**src/rtl/fpu_wb_sequencer.sv**
```systemverilog
`default_nettype none
// ============================================================================
// Module   : fpu_wb_sequencer
// Brief    : Wishbone classic initiator that runs one FPU command through the
//            FPU register map and returns the result and exception flags.
// Revision : 1.0 - initial release
// ============================================================================
module fpu_wb_sequencer #(
    parameter logic [31:0] BASE_ADDR   = 32'h3000_0000,
    parameter logic [7:0]  OFF_OPA     = 8'h00,
    parameter logic [7:0]  OFF_OPB     = 8'h04,
    parameter logic [7:0]  OFF_OPC     = 8'h08,
    parameter logic [7:0]  OFF_FRM     = 8'h0C,
    parameter logic [7:0]  OFF_OPV     = 8'h10,
    parameter logic [7:0]  OFF_RES     = 8'h14,
    parameter logic [7:0]  OFF_EXC     = 8'h18,
    parameter int          FAST_WAIT   = 2,
    parameter int          SLOW_WAIT   = 40,
    parameter int          ACK_TIMEOUT = 64
) (
    input  logic        clk,
    input  logic        rst_l,
    input  logic        cmd_valid,
    output logic        cmd_ready,
    input  logic [31:0] cmd_opa,
    input  logic [31:0] cmd_opb,
    input  logic [31:0] cmd_opc,
    input  logic [12:0] cmd_opv,
    input  logic [2:0]  cmd_frm,
    output logic        rsp_valid,
    input  logic        rsp_ready,
    output logic [31:0] rsp_result,
    output logic [4:0]  rsp_exc,
    output logic        rsp_err,
    output logic        wbm_cyc_o,
    output logic        wbm_stb_o,
    output logic        wbm_we_o,
    output logic [3:0]  wbm_sel_o,
    output logic [31:0] wbm_adr_o,
    output logic [31:0] wbm_dat_o,
    input  logic [31:0] wbm_dat_i,
    input  logic        wbm_ack_i
);
    localparam logic [3:0] c_st_idle   = 4'd0;
    localparam logic [3:0] c_st_wr_a   = 4'd1;
    localparam logic [3:0] c_st_wr_b   = 4'd2;
    localparam logic [3:0] c_st_wr_c   = 4'd3;
    localparam logic [3:0] c_st_wr_frm = 4'd4;
    localparam logic [3:0] c_st_wr_opv = 4'd5;
    localparam logic [3:0] c_st_wait   = 4'd6;
    localparam logic [3:0] c_st_rd_res = 4'd7;
    localparam logic [3:0] c_st_rd_exc = 4'd8;
    localparam logic [3:0] c_st_resp   = 4'd9;

    localparam logic [15:0] c_fast_lim = 16'(FAST_WAIT - 1);
    localparam logic [15:0] c_slow_lim = 16'(SLOW_WAIT - 1);
    localparam logic [15:0] c_to_lim   = 16'(ACK_TIMEOUT - 1);

    logic [3:0]  r_state;
    logic        r_gap;
    logic [15:0] r_wait_cnt;
    logic [15:0] r_to_cnt;
    logic [31:0] r_opa;
    logic [31:0] r_opb;
    logic [31:0] r_opc;
    logic [12:0] r_opv;
    logic [2:0]  r_frm;

    logic [10:0] w_valid_in;
    logic        w_cmd_ok;
    logic        w_ack;
    logic [15:0] w_wait_lim;
    logic [7:0]  w_off;
    logic        w_we;
    logic [31:0] w_wdat;
    logic [3:0]  w_next;

    assign cmd_ready = (r_state == c_st_idle);

    always_comb begin
        w_valid_in = cmd_opv[12:2];
        w_cmd_ok   = (w_valid_in != 11'd0) && ((w_valid_in & (w_valid_in - 11'd1)) == 11'd0);
        // valid_in[9]/[10] (div/sqrt) take the long wait
        w_wait_lim = (r_opv[11] || r_opv[12]) ? c_slow_lim : c_fast_lim;
        w_ack      = wbm_stb_o && wbm_ack_i;
        w_off      = 8'h00;
        w_we       = 1'b0;
        w_wdat     = 32'h0;
        w_next     = c_st_idle;
        case (r_state)
            c_st_wr_a: begin
                w_off = OFF_OPA; w_we = 1'b1; w_wdat = r_opa; w_next = c_st_wr_b;
            end
            c_st_wr_b: begin
                w_off = OFF_OPB; w_we = 1'b1; w_wdat = r_opb;
                w_next = r_opv[10] ? c_st_wr_c : c_st_wr_frm;
            end
            c_st_wr_c: begin
                w_off = OFF_OPC; w_we = 1'b1; w_wdat = r_opc; w_next = c_st_wr_frm;
            end
            c_st_wr_frm: begin
                w_off = OFF_FRM; w_we = 1'b1; w_wdat = {29'h0, r_frm}; w_next = c_st_wr_opv;
            end
            c_st_wr_opv: begin
                w_off = OFF_OPV; w_we = 1'b1; w_wdat = {19'h0, r_opv}; w_next = c_st_wait;
            end
            c_st_rd_res: begin
                w_off = OFF_RES; w_next = c_st_rd_exc;
            end
            c_st_rd_exc: begin
                w_off = OFF_EXC; w_next = c_st_resp;
            end
            default: ;
        endcase
    end

    always_ff @(posedge clk) begin
        if (!rst_l) begin
            r_state    <= c_st_idle;
            r_gap      <= 1'b0;
            r_wait_cnt <= 16'h0;
            r_to_cnt   <= 16'h0;
            r_opa      <= 32'h0;
            r_opb      <= 32'h0;
            r_opc      <= 32'h0;
            r_opv      <= 13'h0;
            r_frm      <= 3'h0;
            rsp_valid  <= 1'b0;
            rsp_result <= 32'h0;
            rsp_exc    <= 5'h0;
            rsp_err    <= 1'b0;
            wbm_cyc_o  <= 1'b0;
            wbm_stb_o  <= 1'b0;
            wbm_we_o   <= 1'b0;
            wbm_sel_o  <= 4'h0;
            wbm_adr_o  <= 32'h0;
            wbm_dat_o  <= 32'h0;
        end else begin
            case (r_state)
                c_st_idle: begin
                    if (cmd_valid) begin
                        r_opa      <= cmd_opa;
                        r_opb      <= cmd_opb;
                        r_opc      <= cmd_opc;
                        r_opv      <= cmd_opv;
                        r_frm      <= cmd_frm;
                        rsp_result <= 32'h0;
                        rsp_exc    <= 5'h0;
                        r_gap      <= 1'b0;
                        if (w_cmd_ok) begin
                            r_state   <= c_st_wr_a;
                            rsp_err   <= 1'b0;
                            r_to_cnt  <= 16'h0;
                            wbm_cyc_o <= 1'b1;
                            wbm_stb_o <= 1'b1;
                            wbm_we_o  <= 1'b1;
                            wbm_sel_o <= 4'hF;
                            wbm_adr_o <= BASE_ADDR + {24'h0, OFF_OPA};
                            wbm_dat_o <= cmd_opa;
                        end else begin
                            r_state   <= c_st_resp;
                            rsp_valid <= 1'b1;
                            rsp_err   <= 1'b1;
                        end
                    end
                end
                c_st_wait: begin
                    if (r_wait_cnt == w_wait_lim) begin
                        r_state   <= c_st_rd_res;
                        r_to_cnt  <= 16'h0;
                        wbm_cyc_o <= 1'b1;
                        wbm_stb_o <= 1'b1;
                        wbm_we_o  <= 1'b0;
                        wbm_sel_o <= 4'hF;
                        wbm_adr_o <= BASE_ADDR + {24'h0, OFF_RES};
                    end else begin
                        r_wait_cnt <= r_wait_cnt + 16'd1;
                    end
                end
                c_st_resp: begin
                    if (r_gap) begin
                        r_gap     <= 1'b0;
                        rsp_valid <= 1'b1;
                    end else if (rsp_valid && rsp_ready) begin
                        rsp_valid <= 1'b0;
                        r_state   <= c_st_idle;
                    end
                end
                default: begin
                    // r_gap marks the idle cycle between two strobes
                    if (r_gap) begin
                        r_gap     <= 1'b0;
                        r_to_cnt  <= 16'h0;
                        wbm_cyc_o <= 1'b1;
                        wbm_stb_o <= 1'b1;
                        wbm_we_o  <= w_we;
                        wbm_sel_o <= 4'hF;
                        wbm_adr_o <= BASE_ADDR + {24'h0, w_off};
                        wbm_dat_o <= w_wdat;
                    end else if (w_ack) begin
                        wbm_cyc_o <= 1'b0;
                        wbm_stb_o <= 1'b0;
                        wbm_sel_o <= 4'h0;
                        if (r_state == c_st_rd_res) rsp_result <= wbm_dat_i;
                        if (r_state == c_st_rd_exc) rsp_exc <= wbm_dat_i[4:0];
                        r_state <= w_next;
                        if (w_next == c_st_wait) r_wait_cnt <= 16'h0;
                        else                     r_gap      <= 1'b1;
                    end else if (r_to_cnt == c_to_lim) begin
                        wbm_cyc_o  <= 1'b0;
                        wbm_stb_o  <= 1'b0;
                        wbm_sel_o  <= 4'h0;
                        r_state    <= c_st_resp;
                        rsp_valid  <= 1'b1;
                        rsp_err    <= 1'b1;
                        rsp_result <= 32'h0;
                        rsp_exc    <= 5'h0;
                    end else begin
                        r_to_cnt <= r_to_cnt + 16'd1;
                    end
                end
            endcase
        end
    end
endmodule
`default_nettype wire

```
**config.mk**
```make
export PLATFORM = sky130hd
export DESIGN_NAME = fpu_wb_sequencer
export DESIGN_NICKNAME = d
export VERILOG_FILES = /design/src/rtl/fpu_wb_sequencer.sv
export SDC_FILE = /design/constraint.sdc
export NUM_CORES = 1
export LEC_CHECK = 0
export CAP_MARGIN = 20
export CORE_ASPECT_RATIO = 0.7
export CORE_MARGIN = 1
export CORE_UTILIZATION = 40
export CTS_BUF_LIST = sky130_fd_sc_hd__clkbuf_4
export CTS_CLUSTER_DIAMETER = 30
export CTS_CLUSTER_SIZE = 40
export DETAILED_ROUTE_END_ITERATION = 8
export PLACE_DENSITY = 0.66
export SYNTH_ARGS = -nofsm -noshare
export SYNTH_HDL_FRONTEND = slang
export SYNTH_SLANG_ARGS = --single-unit
```
**constraint.sdc**
```tcl
create_clock -name clk -period 7.9 [get_ports clk]
set_clock_uncertainty 0.1 [all_clocks]
set_input_delay 1.58 -clock clk [delete_from_list [all_inputs] [get_ports clk]]
set_output_delay 1.58 -clock clk [all_outputs]
set_load 0.005 [all_outputs]
```
Yosys cells after proc, flatten, opt, wreduce, memory -nomap -nowiden
Cells that the tools add are included.
- bits in writable memories: 0
- bits in latches: 0
- output and inout bits: 111
- memories: 0
- flip-flop bits (word level): 258
- ROM bits: 0
- order comparisons: 0
- shift-type cells: 0
- bitwise gates (word level): 5
- divide/modulo/power cells: 0
- multiply operators: 0
- eq/ne operators: 30
- muxes and demuxes: 81
- add/subtract/negate cells: 4
- reduce and logical (&&, ||, !) cells: 31
- operators with widths (kind ; count):
    $mux W32 ; 12
    $mux W16 ; 10
    $pmux W32 S5 ; 1
    $pmux W32 S2 ; 2
    $pmux W32 S3 ; 1
    $mux W4 ; 14
    $pmux W16 S3 ; 1
    $add A16 B1 Y16 const B ; 2
    $pmux W16 S2 ; 1
    $add A30 B8 Y31 const A ; 1
    $pmux W5 S6 ; 1
    $reduce_and A5 Y1 ; 6
    $pmux W4 S7 ; 1
    $mux W5 ; 5
    $pmux W4 S3 ; 2
    $mux W1 ; 22
    $eq A4 B3 Y1 const B ; 5
    $eq A16 B6 Y1 ; 1
    $eq A16 B6 Y1 const B ; 1
    $ne A2 B2 Y1 const B ; 8
    $ne A3 B2 Y1 const B ; 5
    $pmux W1 S3 ; 4
    $reduce_and A6 Y1 ; 2
    $and A11 B11 Y11 ; 1
    other kinds (25) ; 42

Depth between registers and ports, before layout
Gate-level depths: netlist of the first run.
- word-level depth: 7
- gate-level depth with buffers: 10

Worst setup path after synthesis of the first run
No wires, ideal clock.
- kind: input to register
- start point: in cmd_opv[2]
- end point: reg r_to_cnt[13]
- arrival: 3.482 ns
- stages: 9
- path slack: 4.252 ns
- data required time: 7.734 ns
- cells stage by stage: nor4_4 nand2_2 a211o_1 o211ai_2 nand3_4 a2111o_1 buf_6 or3_1 a21oi_2
- word-level cells in the longest chain between the ends: 6
- elaborated cells between the ends (all ways): 7
- ends and longest elaborated chain (element ; RTL line ; source):
    from (decl) ; 28 ; input logic [12:0] cmd_opv,
    $sub A11 B1 Y11 ; 82 ; w_cmd_ok = (w_valid_in != 11'd0) && ((w_valid_in & (w_valid_in - 11'd1)) == 11'd0);
    $and A11 B11 Y11 ; 82 ;
    $logic_not A11 Y1 ; 82 ;
    $logic_and A1 B1 Y1 (*) ; 82 ;
    $ne A2 B1 Y1 (no line) (*) ; n/a ;
    $reduce_and A6 Y1 (no line) (*) ; n/a ;
    to (signal assigned) ; 219 ; r_to_cnt <= r_to_cnt + 16'd1;
    to (decl) ; 62 ; logic [15:0] r_to_cnt;
Mark *: on every way between the ends. The rest lies on a longest branch, timed or not.
A chain may end at the register's enable or synchronous reset.

Worst setup path after layout of the first run
- start point: reg r_state[2]
- end point: out cmd_ready
- word-level cells in the longest chain between the ends: 1
- ends and longest elaborated chain (element ; RTL line ; source):
    from (decl) ; 59 ; logic [3:0] r_state;
    from (signal assigned) ; 119 ; r_state <= c_st_idle;
    from (signal assigned) ; 151 ; r_state <= c_st_wr_a;
    from (signal assigned) ; 161 ; r_state <= c_st_resp;
    $logic_not A4 Y1 ; 78 ; assign cmd_ready = (r_state == c_st_idle);
    to (decl) ; 24 ; output logic cmd_ready,
No other way between the ends.

==> results.md, run 1 <==
- Synth Register Bits: 226
- CP required: 6220 ps
- Mapped Avg Cell Area: 8.28 sq um
- Residual DRC: 0
- Die ar.: 27200 sq um
- Max-Cap Viols: 0
- Inst Count DP: 1780
- Ys Warns: 0
- CTS tree: done
- Total GRT Usage: 0.224
- Worst-Skew Late Latency: 690 ps
- Site row count: 49
- Peak VDD IR: 116 uV
- TNS Setup: 0 ps
- Final Max Slew Viols: 0
- Maximum net fanout on the critical path: 32
- Leak Pwr: 5.12 nW
- Area Overhead vs Synth: 28.4%
- Final Wtd Congestion: 0.845
- Mapped Cells: 1281
- I/O Pins: 260
- TritonCTS buffer count: 43
- Post-route insts no fill: 1859
- Initial antenna violation count: 5
- Routed len/inst: 16.6 um
- Final setup viols: 0
- Nets: 1619
- Die Ht: 138 um
- Final core utilization: 0.527
- First-pass GRT wire length: 49200 um
- Post-synth EDFFs: 0
- Post_cts resized: 0
- Worst-Margin Slew: 1080 ps
- Die X: 197 um
- Vias in the first global route: 9225
- Iteration-0 DRC Markers: 781
- HPWL Detailed: 20000 um
- Clk buf depth: 3
- Root Driver: clkbuf_4
- Drt pass-1 iters: 6
- Max-slew headroom: 0.275
- Core Footprint: 25900 sq um
- Class of the worst hold path: reg -> reg
- Hold buffer count at cts: 0
- # fillers: 2494
- Proportion of layout cells with a drive suffix above 1: 0.0861
- GR Overflow Total: 0
- Final wirelength: 30800 um
- Tmin final: 4730 ps
- Clock sink count: 226
- Async S/R FF share, synth: 0
- CP Launch Type: flop
- Initial Utilization: 0.410
- Status: complete, no violations
- CP arrival: 3050 ps
- Final Hold Vio Count: 0
- Critical path type: reg -> out
- Seq/Total Area, Yosys: 0.426
- Clock slew at reported path FFs: 100 ps
- CP endpoint kind: output pin
- H-Tree Depth: 2
- Avg Vias per Cell: 5.23
- Post-route ant nets: 0
- Count of cell types in the netlist: 62
- Main synth FF type: dfxtp_1
- Post-CTS setup buffer count: 0
- F_max: 211 MHz
- Final Cycle Share: 0.599
- RSZ-0062 raised after global routing: no
- I/O Buffers: 232
- Power Density: 256 nW/um^2
- Largest net degree at the start of global routing: 88
- Cell Area, Synth: 10600 sq um
- Vias: 9715
-- stage by stage --
| stage | hold WS [ps] | total power [W] | cell area [sq um] | worst slack (ps) |
|---|---|---|---|---|
| floorplan | 332 | 0.00215 | 10700 | 4250 |
| global placement | 348 | 0.00255 | 13000 | 3450 |
| detailed placement | 356 | 0.00257 | 13000 | 3360 |
| CTS | 368 | 0.00352 | 13600 | 3170 |
| global route | 384 | 0.00372 | 13600 | 2970 |
| finish | 365 | 0.00349 | 13600 | 3170 |
-- layout make-up --
cell class                      instances  area [sq um]  area share
Multi-Input combinational cell        948          5580       0.409
Sequential cell                       226          4530       0.332
Timing Repair Buffer                  246          2420       0.178
Tap cell                              357           447      0.0328
Clock buffer                           49           368      0.0270
Clock inverter                         27           264      0.0194
Inverter                                3          11.3    0.000826
Antenna cell                            3          7.51    0.000551
-- layer usage --
metal | global-route usage | up-vias | routed length (um) | part of all wire
li1 | - | 4789 | - | -
met1 | 0.311 | 4547 | 14500 | 0.47
met2 | 0.333 | 331 | 13000 | 0.42
met3 | 0.0739 | 44 | 2840 | 0.092
met4 | 0.0563 | 4 | 455 | 0.015
met5 | 0 | - | 27 | 0.00088
-- where the power goes --
group / leakage, nW / internal, W / switching (W)
combinational: 2.92 / 0.000443 / 0.000724
clock: 0.358 / 0.000451 / 0.000501
sequential: 1.84 / 0.00128 / 0.0000972
total: 5.12 / 0.00217 / 0.00132
-- cells in the final DEF, fill, tap and decap left out, types with 15 or more instances in the layout --
cell type	Yosys	routed
dfxtp_1	226	224
o21ai_0	43	43
a22o_1	19	19
nor2_1	36	35
a21oi_1	22	22
mux2i_1	20	20
a22oi_1	21	21
a21boi_0	150	150
o211a_1	32	32
mux2_2	20	20
clkdlybuf4s50_1	0	231
conb_1	1	27
clkbuf_4	0	49
buf_4	33	15
nand2_1	348	347
nand3_1	41	41
nor2b_1	17	16
-- cell usage after synthesis, drive strengths merged (4+ instances only) --
cell | number | area, sq um
nand2 | 349 | 1310
dfxtp | 226 | 4520
a21boi | 150 | 1130
clkbuf | 85 | 319
buf | 45 | 304
o21ai | 45 | 225
nand3 | 42 | 223
nor2 | 37 | 141
o211a | 32 | 320
a21oi | 23 | 119
a22oi | 21 | 158
mux2 | 20 | 225
mux2i | 20 | 200
a22o | 19 | 166
nor2b | 17 | 106
and2 | 11 | 68.8
nand4 | 11 | 68.8
or3 | 11 | 68.8
a222oi | 10 | 100
nor3 | 10 | 50.1
xor2 | 10 | 87.6
a211oi | 8 | 65.1
nand2b | 8 | 50.1
nor4 | 8 | 65.1
o21a | 7 | 52.6
a31oi | 6 | 43.8
and3 | 5 | 31.3
o2111ai | 5 | 43.8
o211ai | 4 | 35.0
xnor2 | 4 | 35.0
-- cell families (layout without fill, tap and decap cells) --
family,count (synthesis),after routing,share of synthesized area
mux,40,40,0.0401
flops,226,226,0.426
xor+xnor,14,14,0.0116
simple gates,519,519,0.213
buf+inv,133,325,0.0598
other cells,1,30,0.000353
compound gates,346,346,0.246
fa+ha+maj,2,2,0.00236
-- worst paths after layout --
| kind | depth (start not counted) | slack [ps] | to | start |
|---|---|---|---|---|
| setup / recovery | 5 | 3170 | cmd_ready | r_state[2] |
| hold / removal | 2 | 360 | rsp_result[19] | rsp_result[19] |
| setup reg to reg | 8 | 3890 | r_wait_cnt[13] | r_state[2] |
| hold reg to reg | 2 | 360 | rsp_result[19] | rsp_result[19] |
-- sequential cells by signal (all words and copies together) (netlist names), 4 cells and up --
register,count
r_opa,32
r_opb,32
r_opc,32
r_opv,13
r_state,4
r_to_cnt,16
r_wait_cnt,16
rsp_exc,5
rsp_result,32
wbm_adr_o,4
wbm_dat_o,32
-- worst max-delay path: stages, from the launching register on --
cell and delay, ps:
dfxtp_1 590, nor2_1 360, nand2_1 290, inv_2 100, buf_4 410, clkdlybuf4s50_1 600
Note: power is estimated with default switching activity, not from simulation.
==> run 2, diff against run 1 <==
Clock period 7.9 ns to 4.8 ns, I/O delays scaled along.
==> run 2 against run 1 <==
Effect of this change: first-iteration DRC count is 1.5% lower; hold slack lost 2.1 ps; core utilization grew 0.89 points; design area rose by 1.7%; largest power group unchanged; highest routed layer unchanged.
==> results.md, run 2 (same netlist as run 1, synthesis figures left out) <==
- Max-slew headroom: 0.417
- Worst-Skew Late Latency: 710 ps
- Residual DRC: 0
- Power Density: 438 nW/um^2
- Post-CTS setup buffer count: 0
- Hold path endpoint: r_opc[20]
- Hold buffer count at cts: 0
- Proportion of layout cells with a drive suffix above 1: 0.0973
- Nets: 1632
- Crit path setup slack, layout: 1230 ps
- RSZ-0062 raised after global routing: no
- Most frequent cells in the layout: nand2_1 (347), clkdlybuf4s50_1 (231), dfxtp_1 (224)
- Tmin final: 3570 ps
- Maximum net fanout on the critical path: 14
- Final Hold Vio Count: 0
- GR Overflow Total: 0
- Die Ht: 138 um
- Routed len/inst: 16.6 um
- Post_cts resized: 0
- Clk buf depth: 3
- R2r setup slk: 1540 ps
- Pint: 0.00380 W
- Class of the worst hold path: reg -> reg
- HP Start: r_opc[20]
- Area Overhead vs Synth: 30.6%
- Die X: 197 um
- Clock sink count: 226
- Total GRT Usage: 0.225
- Critical path type: reg -> out
- Worst-Margin Slew: 869 ps
- Inst Count DP: 1787
- HPWL Detailed: 20300 um
- Vias in the first global route: 9442
- CTS tree: done
- CP arrival: 2510 ps
- Most common cell after layout, fill and taps aside: nand2_1
- First-pass GRT wire length: 49500 um
- R2r endpoint: r_opv[9]
- Register share of total power: 0.370
- Combinational Power Share: 0.324
- Status: complete, no violations
- H-Tree Depth: 2
- Clock slew at reported path FFs: 90 ps
- Post-route insts no fill: 1881
- Vias: 9832
- TritonCTS buffer count: 48
- Iteration-0 DRC Markers: 769
- Sw power: 0.00226 W
- Final setup viols: 0
- Switching Share: 0.373
- Leak Pwr: 5.22 nW
- Die ar.: 27200 sq um
- Worst Hold Depth: 2
- CP required: 3740 ps
- Power share of the clock group: 0.306
- I/O Buffers: 232
- Initial antenna violation count: 4
- Max-Cap Viols: 0
- Worst reg2reg startpoint: r_state[3]
- Drt pass-1 iters: 6
- Post-route ant nets: 0
- Largest net degree at the start of global routing: 69
- Initial Utilization: 0.410
- Core Footprint: 25900 sq um
- I/O Pins: 260
- TNS Setup: 0 ps
- Peak VDD IR: 239 uV
- Avg Vias per Cell: 5.23
- Pre-CTS WS: 906 ps
- Site row count: 49
- F_max: 280 MHz
- Worst reg-to-reg path cell count: 8
- Final Wtd Congestion: 0.841
- CP endpoint kind: output pin
- Final wirelength: 31200 um
- Final Cycle Share: 0.743
- CP Launch Type: flop
- Root Driver: clkbuf_4
- Final Max Slew Viols: 0
run 2: cell types whose count changed in the layout (fill, tap and decap cells not counted), sizes merged:
| cell | change |
|---|---|
| inv | +2 |
| buf | +8 |
| clkinvlp | +5 |
| bufinv | +3 |
| clkbuf | +4 |
run 2: final cells by class:
| class | instances | area (sq um) |
|---|---|---|
| inverter | 3 | 11.3 |
| tap | 357 | 447 |
| sequential | 226 | 4530 |
| timing repair buffer | 254 | 2490 |
| clock buffer | 53 | 398 |
| antenna | 3 | 7.51 |
| multi-input combinational | 948 | 5580 |
| clock inverter | 37 | 397 |
| fill | 2483 | 12000 |
run 2: worst max path at each step:
stage,start,endpoint,cells past startpoint
after floorplan,cmd_opv[2],r_to_cnt[13],9
after global placement,cmd_opv[2],r_to_cnt[14],9
after detailed placement,cmd_opv[2],r_to_cnt[11],9
after CTS,r_state[3],cmd_ready,4
after global routing,r_state[3],cmd_ready,4
final,r_state[3],cmd_ready,4
run 2: stage by stage:
step / hold WS (ps) / area, sq um / total power, W / utilization
after floorplan: 332 / 10700 / 0.00354 / -
after CTS: 367 / 13800 / 0.00612 / 0.535
after global placement: 346 / 13000 / 0.00423 / 0.504
after global routing: 387 / 13900 / 0.00643 / 0.535
after detailed placement: 355 / 13000 / 0.00425 / 0.504
final: 363 / 13900 / 0.00607 / 0.536
run 2: routing by layer:
layer,global-route usage,up-vias,part of all wire
met5,0,-,0.00038
met4,0.0579,2,0.015
met3,0.0768,44,0.097
met2,0.332,336,0.42
met1,0.311,4620,0.46
li1,-,4830,-
run 2: power by group through the flow:
stage	sequential, W	combinational [W]	clock [W]
floorplan	0.00225	0.00129	0
global placement	0.00228	0.00195	0
detailed placement	0.00229	0.00196	0
CTS	0.00224	0.00197	0.00190
global route	0.00227	0.00217	0.00199
finish	0.00225	0.00197	0.00185
run 2: worst max-delay path, cell delays in order (launching register included):
cell,delay [ps]
dfxtp_1,320
nor2_1,220
nand2_1,280
inv_2,390
clkdlybuf4s50_1,590
==> run 3, diff against run 2 <==
Settings changed: PLACE_DENSITY 0.66 to 0.68.
Clock period 4.8 ns to 3.2 ns, I/O delays scaled along.
==> run 3 against run 2 <==
Effect of this change: design area is 0.26% higher; clock-buffer cell count is 6 lower; core utilization is 0.14 points higher; combinational power is 59% higher; largest power group unchanged; worst setup slack worse by 1000 ps; non-clock buffer count is 24 higher; highest routed layer unchanged; sequential share of layout area is 0.076 points lower; sequential power is 50% higher.
==> results.md, run 3 (same netlist as run 1, synthesis figures left out) <==
- Nets: 1650
- CP max-delay cell: clkdlybuf4s50_1
- Drt pass-1 iters: 7
- CTS tree: done
- Worst path cell trace: nor2_2 -> nand2_1 -> inv_4 -> clkdlybuf4s50_1
- Iteration-0 DRC Markers: 672
- Core Footprint: 25900 sq um
- Clock slew at reported path FFs: 90 ps
- Class of the worst hold path: reg -> reg
- Pre-CTS WS: -97.0 ps
- GR Overflow Total: 0
- Die Ht: 138 um
- Final Cycle Share: 0.943
- Hold WS: 361 ps
- First-pass GRT wire length: 49200 um
- R2r setup slk: 570 ps
- CP endpoint kind: output pin
- Tmin final: 3020 ps
- H-Tree Depth: 2
- # fillers: 2435
- Most frequent cells in the layout: nand2_1 (347), clkdlybuf4s50_1 (231), dfxtp_1 (223)
- Avg Vias per Cell: 5.19
- Final Max Slew Viols: 0
- Area Overhead vs Synth: 30.9%
- Vias in the first global route: 9297
- Maximum net fanout on the critical path: 17
- CP Buf/Inv Count: 2
- Post-route ant nets: 0
- Largest delay contributor family on the critical path: buffers and inverters
- Worst-Skew Late Latency: 680 ps
- Root Driver: clkbuf_4
- Critical path type: reg -> out
- Register area: 4530 sq um
- Site row count: 49
- Leak Pwr: 5.27 nW
- CP arrival: 2280 ps
- Critical Path Max Stage Delay: 610 ps
- Residual DRC: 0
- Initial antenna violation count: 4
- F_max: 331 MHz
- Worst reg-to-reg path cell count: 6
- Proportion of layout cells with a drive suffix above 1: 0.102
- Status: complete, no violations
- Die X: 197 um
- Final setup viols: 0
- Max-slew headroom: 0.275
- Initial Utilization: 0.410
- Max-Cap Viols: 0
- CP Launch Type: flop
- Power Density: 629 nW/um^2
- Total GRT Usage: 0.223
- Final Wtd Congestion: 0.820
- Final Hold Vio Count: 0
- Die ar.: 27200 sq um
- Final wirelength: 30700 um
- RSZ-0062 raised after global routing: no
- Cell depth of the worst setup path: 4
- Largest net degree at the start of global routing: 74
- I/O Pins: 260
- CP endpoint: cmd_ready
- R2r endpoint: r_to_cnt[7]
- Worst reg2reg startpoint: r_wait_cnt[1]
- Vias: 9784
- Design Power: 0.00874 W
- HPWL Detailed: 20900 um
- TritonCTS buffer count: 42
- CP required: 2460 ps
- Clk buf depth: 3
- Crit path setup slack, layout: 183 ps
- Worst setup startpoint: r_state[1]
- Peak VDD IR: 312 uV
- Clock sink count: 226
- I/O Buffers: 232
- Most common cell after layout, fill and taps aside: nand2_1
- Multi-input logic area: 5580 sq um
- Routed len/inst: 16.3 um
- Worst-Margin Slew: 1090 ps
run 3: final cells by class:
class,count,area share
Timing Repair Buffer,278,0.196
Clock buffer,47,0.0254
Multi-Input combinational cell,948,0.402
Inverter,3,0.000991
Antenna cell,2,0.000360
Tap cell,357,0.0322
Sequential cell,226,0.326
Clock inverter,25,0.0172
run 3: worst min path at each step:
stage,startpoint,endpoint,slack [ps],depth (start not counted)
floorplan,r_to_cnt[5],r_to_cnt[5],330,1
global placement,r_opc[22],r_opc[22],350,2
detailed placement,rsp_result[14],rsp_result[14],350,2
CTS,rst_l,wbm_dat_o[13],300,2
global route,rst_l,wbm_dat_o[14],330,2
finish,rsp_result[14],rsp_result[14],360,2
run 3: stage by stage:
stage	utilization	instance area, sq um	cells	TNS (ps)
after global routing	0.537	13900	1885	0
after floorplan	-	10700	1307	0
after detailed placement	0.514	13300	1812	-561
after global placement	0.514	13300	1812	-169
final	0.537	13900	1886	0
after CTS	0.537	13900	1884	0
run 3: timing repair:
| action | CTS | global route |
|---|---|---|
| setup buffers | 0 | 0 |
| resized for setup | 2 | 1 |
| endpoints found under the setup margin | 1 | 1 |
| gates cloned | 0 | 0 |
| hold buffers | 0 | 0 |
run 3: worst min-delay path, cell delays in order, from the launching register on:
cell,delay (ps)
dfxtp_1,310
nand2_1,50
a21boi_0,60
run 3: where the power goes:
group / leakage, nW / total (W) / switching [W] / internal (W)
combinational: 3.11 / 0.00313 / 0.00186 / 0.00127
clock: 0.321 / 0.00224 / 0.00117 / 0.00106
sequential: 1.84 / 0.00337 / 0.000214 / 0.00316
run 3: routing by layer:
layer  share of wire  GRT usage  up-vias
met3           0.089     0.0695       41
met1            0.48      0.314     4562
li1                -          -     4858
met4           0.013     0.0543        4
met2            0.42      0.331      319
met5         0.00081          0        -
